--- src/rtl/median_pkg.sv ---
// median_pkg: state encoding and arithmetic helpers shared by the median blocks.
package median_pkg;
  typedef enum logic [1:0] {ST_LOAD, ST_SCAN, ST_DECIDE, ST_OUT} state_t;
  localparam int MID_W = 32;
  function automatic int cnt_width(input int n);
    return $clog2(n) + 1;
  endfunction
  function automatic int pass_width(input int data_w);
    return $clog2(data_w + 2) + 1;
  endfunction
  function automatic logic [MID_W-1:0] mid(input logic [MID_W-1:0] a, input logic [MID_W-1:0] b);
    logic [MID_W:0] s;
    s = {1'b0, a} + {1'b0, b};
    return s[MID_W:1];
  endfunction
endpackage

--- src/rtl/median_frame_ram.sv ---
// median_frame_ram: single-port frame buffer with write enable and registered read.
module median_frame_ram #(
  parameter int DATA_W = 8,
  parameter int FRAME_LEN = 32,
  parameter int ADDR_W = $clog2(FRAME_LEN)
) (
  input  logic              clock,
  input  logic              we,
  input  logic [ADDR_W-1:0] addr,
  input  logic [DATA_W-1:0] wdata,
  output logic [DATA_W-1:0] rdata
);
  logic [DATA_W-1:0] mem [FRAME_LEN];
  always_ff @(posedge clock) begin
    if (we) mem[addr] <= wdata;
    rdata <= mem[addr];
  end
endmodule

--- src/rtl/median_select_iter.sv ---
// median_select_iter: k-th order statistic of a buffered frame by repeated value-range bisection.
module median_select_iter
  import median_pkg::*;
#(
  parameter int DATA_W = 8,
  parameter int FRAME_LEN = 32,
  parameter int ADDR_W = $clog2(FRAME_LEN),
  parameter int CNT_W = cnt_width(FRAME_LEN),
  parameter int PASS_W = pass_width(DATA_W)
) (
  input  logic              clock,
  input  logic              reset,
  input  logic [DATA_W-1:0] in_data,
  input  logic              in_valid,
  output logic              in_ready,
  input  logic [CNT_W-1:0]  in_rank,
  output logic [DATA_W-1:0] out_data,
  output logic              out_valid,
  input  logic              out_ready,
  output logic [PASS_W-1:0] out_passes,
  output logic              busy
);
  state_t state, state_nx;
  logic [ADDR_W-1:0] wr_addr, ram_addr;
  logic [CNT_W-1:0] sc, k, kclamp, lower_cnt, equal_cnt, larger_cnt, le;
  logic [DATA_W-1:0] rdata, fmin, fmax, nmin, nmax, lo, hi, pivot, l_min, l_max, g_min, g_max;
  logic [PASS_W-1:0] passes;
  logic take, first, last_load, scan_done, hit, go_low, found, start;

  function automatic logic [DATA_W-1:0] pmid(input logic [DATA_W-1:0] a, input logic [DATA_W-1:0] b);
    return DATA_W'(mid(MID_W'(a), MID_W'(b)));
  endfunction

  median_frame_ram #(.DATA_W(DATA_W), .FRAME_LEN(FRAME_LEN), .ADDR_W(ADDR_W)) u_ram (
    .clock(clock),
    .we(take),
    .addr(ram_addr),
    .wdata(in_data),
    .rdata(rdata)
  );

  assign in_ready  = state == ST_LOAD;
  assign busy      = state != ST_LOAD || wr_addr != '0;
  assign take      = in_valid && in_ready;
  assign first     = wr_addr == '0;
  assign last_load = take && wr_addr == ADDR_W'(FRAME_LEN - 1);
  assign ram_addr  = in_ready ? wr_addr : ADDR_W'(sc);
  assign kclamp    = in_rank > CNT_W'(FRAME_LEN - 1) ? CNT_W'(FRAME_LEN - 1) : in_rank;
  assign nmin      = (first || in_data < fmin) ? in_data : fmin;
  assign nmax      = (first || in_data > fmax) ? in_data : fmax;
  // sc==0 is the address-issue cycle; read data for address sc-1 arrives at sc
  assign scan_done = sc == CNT_W'(FRAME_LEN);
  assign hit       = state == ST_SCAN && sc != '0 && rdata >= lo && rdata <= hi;
  assign le        = lower_cnt + equal_cnt;
  assign go_low    = lower_cnt > k;
  assign found     = !go_low && le > k;
  assign start     = last_load || (state == ST_DECIDE && !found);

  always_ff @(posedge clock) begin
    if (reset) state <= ST_LOAD;
    else state <= state_nx;
  end

  always_comb begin
    state_nx = state;
    state_nx = state == ST_LOAD   ? (last_load ? ST_SCAN : ST_LOAD) :
               state == ST_SCAN   ? (scan_done ? ST_DECIDE : ST_SCAN) :
               state == ST_DECIDE ? (found ? ST_OUT : ST_SCAN) :
                                    (out_ready ? ST_LOAD : ST_OUT);
  end

  always_ff @(posedge clock) begin
    if (reset) begin
      wr_addr <= '0;
      sc <= '0;
      k <= '0;
      lower_cnt <= '0;
      equal_cnt <= '0;
      larger_cnt <= '0;
      fmin <= '0;
      fmax <= '0;
      lo <= '0;
      hi <= '0;
      pivot <= '0;
      l_min <= '0;
      l_max <= '0;
      g_min <= '0;
      g_max <= '0;
      passes <= '0;
      out_data <= '0;
      out_valid <= 1'b0;
      out_passes <= '0;
    end else begin
      if (take) begin
        wr_addr <= last_load ? '0 : wr_addr + ADDR_W'(1);
        fmin <= nmin;
        fmax <= nmax;
        if (first) k <= kclamp;
      end
      if (last_load) begin
        lo <= nmin;
        hi <= nmax;
        pivot <= pmid(nmin, nmax);
        passes <= '0;
      end
      if (start) begin
        sc <= '0;
        lower_cnt <= '0;
        equal_cnt <= '0;
        larger_cnt <= '0;
        l_min <= '1;
        l_max <= '0;
        g_min <= '1;
        g_max <= '0;
      end else if (state == ST_SCAN) begin
        sc <= sc + CNT_W'(1);
        if (hit && rdata < pivot) begin
          lower_cnt <= lower_cnt + CNT_W'(1);
          l_min <= rdata < l_min ? rdata : l_min;
          l_max <= rdata > l_max ? rdata : l_max;
        end else if (hit && rdata == pivot) begin
          equal_cnt <= equal_cnt + CNT_W'(1);
        end else if (hit) begin
          larger_cnt <= larger_cnt + CNT_W'(1);
          g_min <= rdata < g_min ? rdata : g_min;
          g_max <= rdata > g_max ? rdata : g_max;
        end
      end
      if (state == ST_DECIDE) begin
        passes <= passes + PASS_W'(1);
        if (go_low) begin
          lo <= l_min;
          hi <= l_max;
          pivot <= pmid(l_min, l_max);
        end else if (found) begin
          out_data <= pivot;
          out_valid <= 1'b1;
          out_passes <= passes + PASS_W'(1);
        end else begin
          k <= k - le;
          lo <= g_min;
          hi <= g_max;
          pivot <= pmid(g_min, g_max);
        end
      end
      if (state == ST_OUT && out_ready) out_valid <= 1'b0;
    end
  end
endmodule

--- config.mk ---
export PLATFORM = sky130hd
export DESIGN_NAME = median_select_iter
export DESIGN_NICKNAME = d
export VERILOG_FILES = /design/src/rtl/median_pkg.sv /design/src/rtl/median_frame_ram.sv /design/src/rtl/median_select_iter.sv
export SDC_FILE = /design/constraint.sdc
export NUM_CORES = 1
export LEC_CHECK = 0
export BUFFER_PORTS_ARGS = -buffer_cell sky130_fd_sc_hd__buf_2
export CAP_MARGIN = 40
export CORE_ASPECT_RATIO = 0.75
export CORE_MARGIN = 2
export CORE_UTILIZATION = 44
export CTS_CLUSTER_SIZE = 20
export DETAILED_ROUTE_END_ITERATION = 10
export MAX_ROUTING_LAYER = met4
export PLACE_DENSITY = 0.65
export SKIP_LAST_GASP = 1
export SYNTH_ARGS = -nofsm -noshare
export SYNTH_HDL_FRONTEND = slang
export SYNTH_SLANG_ARGS = --single-unit
--- constraint.sdc ---
create_clock -name clock -period 3.31 [get_ports clock]
set_input_delay 0.1655 -clock clock [delete_from_list [all_inputs] [get_ports clock]]
set_output_delay 0.1655 -clock clock [all_outputs]
set_load 0.005 [all_outputs]
==> results_dict.tcl <==
set metrics [dict create \
    hold_depth 3 \
    p_per_area_nw_per_um2 520.5 \
    path_max_fanout 3 \
    place.detailed.hpwl_um 35580 \
    clkSinkCount 386 \
    first_pass_iters 6 \
    start_kind "register" \
    synth_top_area_share_pct 41.45 \
    post-place-cells 2181 \
    final_cell_mix "edfxtp_1, buf_4, nor2_1, dfxtp_1, ha_1" \
    status "finished, violations left" \
    crit_arrival_ns 3.86 \
    drive_gt1_share_pct 23.33 \
    slew_headroom_pct 41.82 \
    drt-total-wl_um 50630 \
    grt_pass1_wl_um 76470 \
    ir_drop_mv 0.3199 \
    fin_setup_tns_ns -0.1727 \
    maxCapViolCount 0 \
    drtAntennaViolNets 0 \
    drtIter0Drc 1794 \
    path_clk_slew_ns 0.06 \
    rr_endpoint "pivot[5]" \
    holdPathEnd "k[2]" \
    seq_area_um2 10300 \
    grt_usage_pct 23.79 \
    area_growth_pct 19.97 \
    layout.nets 1816 \
    first_global_vias 12830 \
    synth_warnings 0 \
    critPathKind "register to register" \
    fin_cells 2275 \
    io_buffers 33 \
    wl_per_cell_um 22.25 \
    hp-class "input pin to register" \
    yosys.cell_types.count 68 \
    rrSetupSlack_ns -0.09 \
    ys.flop_type "edfxtp_1" \
    fin_crit_sh_pct 102.8 \
    setup_viol 5 \
    die_h_um 181.8 \
    finClkSkew_ns 0.01619 \
    grt_antenna_before_repair 0 \
    grt_max_degree 60 \
    start_util_pct 44.36 \
    synth_enable_flop_cells 256 \
    period_minus_slack_ns 3.402 \
    cts_tree "yes" \
    grt_overflow 0 \
    fp-row-count 65 \
    fillers 3553 \
    r2r_cells 19 \
    violations "setup timing" \
    cts_max_level 2 \
    regToRegStartpoint "fmax[6]" \
    pre_cts_ws_ns -0.07531 \
    insertion_delay_ns 0.55 \
    gp_congestion 0.9857 \
    worstMarginPinSlew_ns 0.8647 \
    syn_area_um2 18550 \
    slew_violations 0 \
    fin_ws_ns -0.09179 \
    power.total_uw 11580 \
    synth_top_cell_by_area "edfxtp_1" \
    fp.dieW_um 241.1 \
    cp.required_ns 3.77 \
    rsz0062_at_grt "true" \
    fp.dieArea_um2 43820 \
    syn_area_per_cell_um2 12.36 \
    synth-seq-area-share_pct 55.49 \
    syn_inst 1500 \
    syn_nets 1638 \
    mostFrequentLayoutCell "edfxtp_1" \
    cts_buffer_depth 3 \
    cts_buffers 39 \
    hold_viol 0 \
    p_leak_uw 0.008041 \
    async_flop_share_pct 0 \
    cts-root-buf "clkbuf_16" \
    end_kind "register" \
    antenna_cells 0 \
    utilization_pct 53.22 \
    io_pins 34 \
    vias_per_cell 5.825 \
    drc 0 \
    synth-seq-cells 386 \
    core_area_um2 41800 \
    synth.area.top_cells "edfxtp_1, dfxtp_1, mux4_2" \
    max_clock_freq_mhz 294.0 \
    multi_input_area_um2 7909 \
    holdCritStartpoint "in_rank[5]" \
    vias 13250 \
]
-- kinds of logic (layout without fill, tap and decap cells) --
kind of cell	after synthesis	count (layout)	share of synthesized area, %
and+or+nand+nor	359	359	9.101
xor gates and xnor gates	35	35	1.653
buffers and inverters	177	383	3.886
AOI/OAI and AO/OA	322	322	11.79
DFF	386	386	55.49
adders and majority gates	120	120	8.298
muxes	101	101	9.783
-- report_power, final --
| group | internal [uW] | total, uW | switching [uW] |
|---|---|---|---|
| logic | 746 | 1670 | 920 |
| registers | 5190 | 5260 | 68.1 |
| clock network | 2740 | 4650 | 1910 |
-- cells in the mapped netlist (all sizes together) (9+ instances only) --
cell and number:
edfxtp 256, nor2 142, dfxtp 130, ha 115
inv 111, o21ai 73, a21oi 69, nand2 67
mux4 64, mux2i 35, buf 34, a22oi 32
clkbuf 32, nor3 32, nand3 31, a211oi 28
nand4 25, a21o 24, xnor2 21, a222oi 17
o21a 14, xor2 14, nand2b 12, nor2b 11
a311oi 9, or3 9
-- worst max path at each step --
stage | start | end | slack, ns | cells past startpoint
floorplan | fmin[7] | pivot[7] | 0.02 | 15
global placement | equal_cnt[0] | g_min[4] | 0.03 | 12
detailed placement | fmin[7] | pivot[6] | -0.08 | 16
CTS | fmin[7] | pivot[6] | -0.04 | 16
global route | fmax[6] | pivot[5] | -0.25 | 19
finish | fmax[6] | pivot[5] | -0.09 | 19
-- state kept, by name, summed over array words and instances (netlist names) --
name,flops
pivot,8
out_data,8
u_ram.rdata,8
state,2
hi,8
l_min,8
wr_addr,5
lower_cnt,6
u_ram.mem,256
passes,5
sc,6
out_passes,5
k,6
g_min,8
g_max,8
fmin,8
lo,8
equal_cnt,6
fmax,8
l_max,8
out_valid,1
-- area by class of cell --
type | count | share of cell area [%]
Clock buffer | 51 | 4.909
Clock inverter | 18 | 1.108
Inverter | 111 | 1.873
Multi-Input combinational cell | 937 | 35.55
Sequential cell | 386 | 46.28
Tap cell | 569 | 3.200
Timing Repair Buffer | 203 | 7.086
-- through the flow --
stage / instance area, um2 / hold WS, ns
6_report: 22250 / 0.07350
2_1_floorplan: 18560 / 0.2644
5_1_grt: 22250 / 0.09173
3_5_place_dp: 20340 / 0.4498
3_3_place_gp: 20310 / 0.4344
4_1_cts: 21860 / 0.01774
-- timing repair --
action,CTS,global route
endpoints found under the hold margin,6,0
hold buffers,4,0
setup buffers,12,11
gates resized for setup,13,61
endpoints found under the setup margin,16,59
pin swaps,5,31
-- worst max-delay path: stages, from the launching register on --
cell and delay, ns:
dfxtp_2 0.33, inv_1 0.06, ha_4 0.26, nand4_1 0.15, nor2_2 0.20, buf_4 0.15, a211oi_4 0.05, nor3_2 0.14
buf_4 0.19, mux2i_4 0.25, inv_2 0.08, fa_2 0.37, a21o_1 0.18, a21oi_2 0.14, o21bai_1 0.09, a21oi_2 0.18
xnor2_1 0.09, nand2_1 0.07, o21ai_1 0.09, a221oi_1 0.27
-- layer usage --
layer  global-route usage [%]  vias to the layer above  wire length [um]  share of wire, %
li1                         -                     6036                 -                 -
met1                    33.70                     6524             22150                44
met2                    34.37                      596             22450                44
met3                    5.762                       95              4852               9.6
met4                    5.951                        0              1180               2.3
met5                        -                        -                 0                 0
Note: power is estimated with default switching activity, not from simulation.
